===== config.mk =====
export PLATFORM = sky130hd
export DESIGN_NAME = fetch_stage
export DESIGN_NICKNAME = d
export VERILOG_FILES = /design/src/rtl/fetch_stage.sv
export SDC_FILE = /design/constraint.sdc
export NUM_CORES = 1
export LEC_CHECK = 0
export ABC_AREA = 1
export BUFFER_PORTS_ARGS = -buffer_cell sky130_fd_sc_hd__clkbuf_2
export CAP_MARGIN = 20
export CORE_ASPECT_RATIO = 0.75
export CORE_UTILIZATION = 44
export DETAILED_ROUTE_END_ITERATION = 10
export PLACE_DENSITY = 0.75
export SLEW_MARGIN = 10
export SYNTH_ARGS = -nofsm -noshare
export SYNTH_HDL_FRONTEND = slang
export SYNTH_SLANG_ARGS = --single-unit

===== constraint.sdc =====
create_clock -name clk -period 5.3 [get_ports clk]
set_clock_uncertainty 0.15 [all_clocks]
set_input_delay 0.265 -clock clk [delete_from_list [all_inputs] [get_ports clk]]
set_output_delay 0.265 -clock clk [all_outputs]
set_load 0.05 [all_outputs]

===== src/rtl/fetch_stage.sv =====
// Instruction-fetch stage: owns the PC, drives the 1-cycle-latency instruction SRAM and
// resolves branch/jump/jr redirects with one delay slot. Optional: FE_ADEL_CHECK_EN.
module fetch_stage #(
    parameter logic [31:0] RESET_PC = 32'hbfc00000
) (
    input  logic        clk,
    input  logic        resetn,
    input  logic        stall,
    output logic        inst_sram_en,
    output logic [31:0] inst_sram_addr,
    input  logic [31:0] inst_sram_rdata,
    input  logic        de_is_b,
    input  logic        de_is_j,
    input  logic        de_is_jr,
    input  logic [3:0]  de_b_type,
    input  logic [15:0] de_b_offset,
    input  logic [25:0] de_j_index,
    input  logic [31:0] de_rs_data,
    input  logic [31:0] de_rt_data,
    output logic [31:0] fe_pc,
    output logic [31:0] fe_inst,
    output logic        fe_adel
);

    typedef enum logic [1:0] {BOOT, RUN, HOLD} state_t;

    state_t      state, next_state;
    logic [31:0] pc, pend_tgt, hold_inst;
    logic        pend;

    logic [31:0] pc_seq, next_pc, tgt;
    logic        cond, take, advance;

    assign pc_seq  = pc + 32'd4;
    assign next_pc = pend ? pend_tgt : pc_seq;
    assign advance = (state != BOOT) && !stall;

    always_comb begin
        cond = 1'b0;
        case (de_b_type)
            4'd0:       cond = (de_rs_data != de_rt_data);
            4'd1:       cond = (de_rs_data == de_rt_data);
            4'd2, 4'd7: cond = !de_rs_data[31];
            4'd3:       cond = !de_rs_data[31] && (de_rs_data != 32'd0);
            4'd4:       cond = de_rs_data[31] || (de_rs_data == 32'd0);
            4'd5, 4'd6: cond = de_rs_data[31];
            default:    cond = 1'b0;
        endcase
    end

    assign take = de_is_j || de_is_jr || (de_is_b && cond);

    always_comb begin
        if (de_is_jr)
            tgt = de_rs_data;
        else if (de_is_j)
            tgt = {pc_seq[31:28], de_j_index, 2'b00};
        else
            tgt = pc_seq + {{14{de_b_offset[15]}}, de_b_offset, 2'b00};
    end

    always_ff @(posedge clk or negedge resetn) begin
        if (!resetn)
            state <= BOOT;
        else
            state <= next_state;
    end

    always_comb begin
        next_state = state;
        case (state)
            BOOT:    next_state = RUN;
            RUN:     next_state = stall ? HOLD : RUN;
            HOLD:    next_state = stall ? HOLD : RUN;
            default: next_state = BOOT;
        endcase
    end

    // A taken redirect seen while a target is already pending sits in the delay slot and is dropped.
    always_ff @(posedge clk or negedge resetn) begin
        if (!resetn) begin
            pc        <= RESET_PC;
            pend      <= 1'b0;
            pend_tgt  <= 32'd0;
            hold_inst <= 32'd0;
        end else begin
            if (state == RUN && stall)
                hold_inst <= inst_sram_rdata;
            if (advance) begin
                pc <= next_pc;
                if (pend) begin
                    pend <= 1'b0;
                end else if (take) begin
                    pend     <= 1'b1;
                    pend_tgt <= tgt;
                end
            end
        end
    end

`ifdef FE_ADEL_CHECK_EN
    logic bad_pc;
    assign bad_pc = (state != BOOT) && (pc[1:0] != 2'b00);
`endif

    always_comb begin
        fe_pc          = pc;
        fe_inst        = 32'd0;
        fe_adel        = 1'b0;
        inst_sram_en   = 1'b0;
        inst_sram_addr = next_pc;
        case (state)
            BOOT: begin
                inst_sram_en   = 1'b1;
                inst_sram_addr = RESET_PC;
            end
            RUN: begin
                fe_inst      = inst_sram_rdata;
                inst_sram_en = !stall;
            end
            HOLD: begin
                fe_inst      = hold_inst;
                inst_sram_en = !stall;
            end
            default: ;
        endcase
`ifdef FE_ADEL_CHECK_EN
        if (bad_pc) begin
            fe_adel = 1'b1;
            fe_inst = 32'd0;
        end
        if (advance && next_pc[1:0] != 2'b00)
            inst_sram_en = 1'b0;
`endif
    end

endmodule


======== Yosys cells after proc, flatten, opt, wreduce, memory -nomap -nowiden ========
Index checks and enable logic that the tools add are counted.
word-level totals
  input port bits ......................... 148
  register bits ........................... 99
  logic and storage cells ................. 48
  output and inout port bits .............. 98
cells by class
  muxes and demuxes ....................... 11
  equality and inequality tests ........... 11
  $add $sub $neg .......................... 2
  reductions and logical operators ........ 18
  bitwise logic cells ..................... 1
operators by type and width
  operator                                                               count
  32-bit 2-to-1 mux                                                      4
  32-bit one-hot mux with 2 select lines                                 1
  32-bit by 3-bit adder with 32-bit output, second input constant        1
  32-bit adder                                                           1
  32-bit equality test                                                   1
  32-bit zero test                                                       1
  32-bit inequality test                                                 1
  32-bit nonzero test                                                    1
  4-bit by 3-bit equality test with 1-bit output, second input constant  4
  4-bit by 2-bit equality test with 1-bit output, second input constant  2
  1-bit one-hot mux with 6 select lines                                  1
  2-bit OR reduction                                                     3
  4-bit by 1-bit equality test with 1-bit output, second input constant  1
  1-bit logical AND                                                      4
  4-bit zero test                                                        1
  2-bit one-hot mux with 2 select lines                                  1
  1-bit logical OR                                                       3
  3-bit AND reduction                                                    1
  2-bit by 1-bit equality test with 1-bit output, second input constant  1
  2-bit equality test, second input constant                             1
  1-bit zero test                                                        2
  2-bit zero test                                                        1
  1-bit 2-to-1 mux                                                       2
  2-bit 2-to-1 mux                                                       1
  3 further kinds                                                        3

======== Logic depth before layout (Yosys ltp) ========
  word-level depth ........................ 7
  mapped depth ............................ 25
  gate-level depth less buffers ........... 25

======== Worst setup path after synthesis ========
No wires, ideal clock.
  path kind ............................... register to register
  from .................................... register pc[2] (netlist: fe_pc[2])
  to ...................................... register pend_tgt[31]
  buffers on the path ..................... 0
  setup slack ............................. 2.041 ns
  data required time ...................... 5.033 ns
  setup time .............................. 0.117 ns
  period minus slack after synthesis ...... 3.259 ns
  arrival ................................. 2.992 ns
  cell stages (with the launch flop) ...... 24
  cells stage by stage .................... dfrtp_1 -> ha_1 -> inv_1 -> nor2_4 -> nand2_1 -> nor3_2 -> nand2_2 -> nor2_2 -> xor2_1 -> inv_1 -> ha_1 -> nand2_1 -> nor2_1 -> nand2_1 -> inv_1 -> nand2_1 -> nand2_1 -> inv_1 -> nand2_1 -> nand2_1 -> nand3_1 -> a21oi_1 -> nand2_1 -> nand2_1
between the ends
  longest elaborated chain between the ends .. 4
ends and longest elaborated chain
  item                                          RTL line  text
  start: declaration                            28        logic [31:0] pc, pend_tgt, hold_inst;
  start signal: assignment                      90        pc <= next_pc;
  32-bit by 3-bit adder with 32-bit output (*)  34        assign pc_seq = pc + 32'd4;
  32-bit adder                                  59        tgt = pc_seq + {{14{de_b_offset[15]}}, de_b_offset, 2'b00};
  32-bit 2-to-1 mux (*)                         56        else if (de_is_j)
  32-bit 2-to-1 mux (*)                         54        if (de_is_jr)
  end signal: assignment                        95        pend_tgt <= tgt;
  end: declaration                              28
Mark *: on every way between the ends. The rest lies on a longest branch, timed or not.
A chain may end at the register's enable or synchronous reset.

======== Worst setup path in the final report ========
  from .................................... register pc[2] (netlist: fe_pc[2])
  to ...................................... register pend_tgt[29]
Same word-level chain as after synthesis.

==> impl_metrics.py <==
metrics = {
    "clock_tree": {
        "cts_buffers": 9,
        "cts_resized": 0,
        "cts_max_level": 3,
        "clockBufferDepth": 2,
        "clkSlewWorstSetupHoldPaths_ps": 70,
        "worstSkewPairLatency_ps": 350,
        "cts_tree": "done",
        "cts_root_buf": "clkbuf_16",
        "cts_hold_buf": 1,
        "clock_sinks": 99,
        "post_cts_buffers": 0,
    },
    "sta": {
        "holdWs_ps": 16.0,
        "setup_viol": 0,
        "hold_viol": 0,
        "relSlewSlack_pct": 28.8,
        "period_needed_ps": 3660,
        "drv_slew": 0,
        "fin_tns_setup_ps": 0,
        "fmax_mhz": 273,
        "tightest_slew_ps": 1070,
        "rsz0062_at_grt": "no",
        "fin_crit_sh_pct": 69.1,
    },
    "worst_setup_path": {
        "critPathArrivalTime_ps": 3810,
        "worstReg2RegEnd": "pend_tgt[29]",
        "startpoint_type": "register",
        "cp.required_ps": 5440,
        "rr_worst_depth": 21,
        "timing.rr.start": "fe_pc[2]",
        "crit_chain": "ha_1, inv_1, nor3_4, inv_2, nor2_2, nand3_2, nor3_2, xor2_1, inv_1, ha_1, a21oi_1, o21ai_0, a21oi_1, o21ai_0, nor2_1, nand2_1, nand2_1, nand3_1, nand2_1, nand2_1, nand2_1",
        "crit_buf_inv": 3,
        "worst_path_max_delay_cell": "dfrtp_1",
        "path_common_cell": "nand2_1",
        "cpPeakStageDelay_ps": 460,
        "end_kind": "register",
        "crit_fanout": 6,
        "path_delay_family": "simple AND/OR/NAND/NOR gates",
        "ff2ff_setup_slack_ps": 1640,
        "critPathKind": "reg2reg",
    },
    "placed_design": {
        "port_buffers": 244,
        "hpwl_mm": 23.7,
        "dp.cells": 1808,
        "gp_congestion": 0.975,
    },
    "floorplanning": {
        "die_x_um": 164,
        "pin_count": 246,
        "core-area_um2": 19400,
        "start_util_pct": 44.9,
        "die-height_um": 124,
        "core.rowCount": 44,
        "die-area_um2": 20400,
    },
    "yosys": {
        "syn_area_per_cell_um2": 6.48,
        "yosysWarnings": 0,
        "synth_edf_count": 0,
        "ys_seq_area_share_pct": 28.6,
        "syn_nets": 1531,
        "ys_types": 45,
        "syn_area_um2": 8710,
        "synthFlopType": "dfrtp_1",
        "synth-seq-cells": 99,
        "syn_inst": 1343,
        "async_flop_share_pct": 100,
    },
    "power_and_ir_drop": {
        "swShare_pct": 60.1,
        "p_int_mw": 2.70,
        "vdd_ir_drop_max_mv": 0.754,
        "clkPwrFrac_pct": 9.5,
        "p_switching_mw": 4.06,
        "comb_power_share_pct": 69.2,
        "power_mw": 6.76,
        "p_seq_share_pct": 21.3,
        "leakage_nw": 5.53,
        "power.density_nw_per_um2": 646,
    },
    "min_path": {
        "hold_path.class": "in2reg",
        "holdPathEnd": "hold_inst[21]",
        "holdPathStages": 2,
        "hold_path.startpoint": "inst_sram_rdata[21]",
    },
    "final_layout": {
        "nets": 1755,
        "syn_to_final_growth_pct": 20.1,
        "drive_gt1_share_pct": 21.4,
        "fin_cells": 1826,
        "fin_util_pct": 54.0,
        "nFillCells": 2007,
    },
    "flow_run": {
        "maxCapViolCount": 0,
    },
    "global_routing": {
        "grt_use_total_pct": 29.0,
        "grt_pass1_vias": 8534,
        "grt_max_degree": 62,
        "grt_pass1_wl_mm": 45.4,
        "antenna_found_initial": 1,
        "grt_overflow_total": 0,
    },
    "drt": {
        "routed_wl_mm": 29.4,
        "antenna_left": 0,
        "wl_per_cell_um": 16.1,
        "drt-pass1-iter-count": 5,
        "drt_iter0_markers": 785,
        "viasPerCell": 5.30,
        "num_vias": 9669,
        "drc_errors": 0,
    },
    "outcome": {
        "status": "finished, final reports clean",
    },
}
==> worst max path at each step <==
stage	from	to	slack, ps	cells past startpoint
2_1_floorplan	fe_pc[2]	pend_tgt[31]	2040	23
4_1_cts	fe_pc[2]	pend_tgt[29]	1700	21
6_report	fe_pc[2]	pend_tgt[29]	1640	21
5_1_grt	fe_pc[2]	pend_tgt[29]	1320	21
3_3_place_gp	fe_pc[2]	pend_tgt[29]	1710	20
3_5_place_dp	fe_pc[2]	pend_tgt[29]	1730	21
==> worst reg2reg max path: stages (launching register included) <==
cell and delay, ps:
dfrtp_1 460, ha_1 180, inv_1 70, nor3_4 290
inv_2 60, nor2_2 180, nand3_2 100, nor3_2 150
xor2_1 210, inv_1 60, ha_1 350, a21oi_1 270
o21ai_0 250, a21oi_1 170, o21ai_0 90, nor2_1 130
nand2_1 60, nand2_1 60, nand3_1 80, nand2_1 90
nand2_1 60, nand2_1 90
==> registers in the layout, summed over array words and instances (netlist names) <==
| register | cells |
|---|---|
| state | 2 |
| hold_inst | 32 |
| fe_pc | 32 |
| pend | 1 |
| pend_tgt | 32 |
==> power groups by stage <==
| stage | Sequential (mW) | Clock (mW) | Combinational [mW] |
|---|---|---|---|
| after CTS | 1.43 | 0.648 | 4.65 |
| after global routing | 1.49 | 0.679 | 5.09 |
| after global placement | 1.44 | 0 | 4.58 |
| final | 1.44 | 0.644 | 4.68 |
| after floorplan | 1.72 | 0 | 3.13 |
| after detailed placement | 1.44 | 0 | 4.63 |
==> cell families (layout without fill, tap and decap cells) <==
| family | after synthesis | in the layout | synth area share, % |
|---|---|---|---|
| compound gates | 191 | 191 | 12.2 |
| mux | 37 | 37 | 4.71 |
| fa+ha+maj | 40 | 40 | 5.83 |
| other cells | 1 | 2 | 0.0431 |
| xor+xnor | 57 | 57 | 5.73 |
| simple gates | 726 | 726 | 34.5 |
| buf+inv | 192 | 421 | 8.45 |
| flops | 99 | 99 | 28.6 |
==> metal layers <==
layer / wire length [um] / part of all wire, % / up-vias / global-route usage (%)
li1: - / - / 4747 / -
met1: 13800 / 47 / 4477 / 43.2
met2: 12700 / 43 / 401 / 43.8
met3: 2420 / 8.2 / 44 / 5.06
met4: 448 / 1.5 / 0 / 5.56
met5: 0 / 0 / - / 0
==> through the flow <==
stage          setup slack, ps  instance area (um^2)
2_1_floorplan             2040                  8710
3_3_place_gp              1710                 10100
3_5_place_dp              1730                 10200
4_1_cts                   1700                 10500
5_1_grt                   1320                 10500
6_report                  1640                 10500
==> layout make-up <==
type,count,area (um^2),share of cell area [%]
Antenna cell,1,2.50,0.0239
Clock buffer,12,246,2.36
Clock inverter,4,33.8,0.323
Inverter,149,559,5.35
Multi-Input combinational cell,1052,5480,52.4
Sequential cell,99,2490,23.8
Timing Repair Buffer,256,1330,12.7
Tap cell,253,317,3.03
==> cell usage in the layout, fill, tap and decap left out, types with 10 or more instances in the layout <==
cell type and n:
inv_1 145, a21oi_1 77, ha_1 39, o21bai_1 11, nor3_1 10, xnor2_1 35
buf_4 10, a31oi_1 11, mux2_2 32, clkbuf_2 243, dfrtp_1 90, nand2_1 469
xor2_1 22, nand3_1 71, nor2_1 126, o21ai_0 68
==> cells in the mapped netlist (2+ instances only) <==
library cell / n / area share [%]
clkinv_1: 2 / 0.086
nor2_4: 3 / 0.39
buf_2: 6 / 0.34
xor2_1: 22 / 2.2
o21ai_1: 5 / 0.29
buf_1: 7 / 0.30
mux2i_1: 5 / 0.57
nor2_1: 126 / 5.4
inv_2: 2 / 0.086
nand3_1: 71 / 4.1
a21o_1: 2 / 0.17
nor3_1: 10 / 0.57
clkbuf_1: 28 / 1.2
nand3b_1: 9 / 0.78
o21ai_0: 68 / 3.9
xnor2_1: 35 / 3.5
nor2_2: 6 / 0.43
dfrtp_1: 90 / 26
buf_4: 2 / 0.17
ha_1: 39 / 5.6
dfstp_2: 9 / 2.7
and2_1: 2 / 0.14
a22o_1: 8 / 0.80
mux2_2: 32 / 4.1
o22ai_1: 2 / 0.14
a21oi_1: 77 / 4.4
nor4_1: 3 / 0.22
o21bai_1: 11 / 0.95
nand2_1: 469 / 20
nand2_2: 8 / 0.57
inv_1: 145 / 6.3
or2_1: 3 / 0.22
o221ai_1: 4 / 0.40
a31oi_1: 11 / 0.79
o211ai_1: 2 / 0.17
nand4_1: 8 / 0.57
nor3_2: 3 / 0.34
Power figures use the tool's default switching activity.
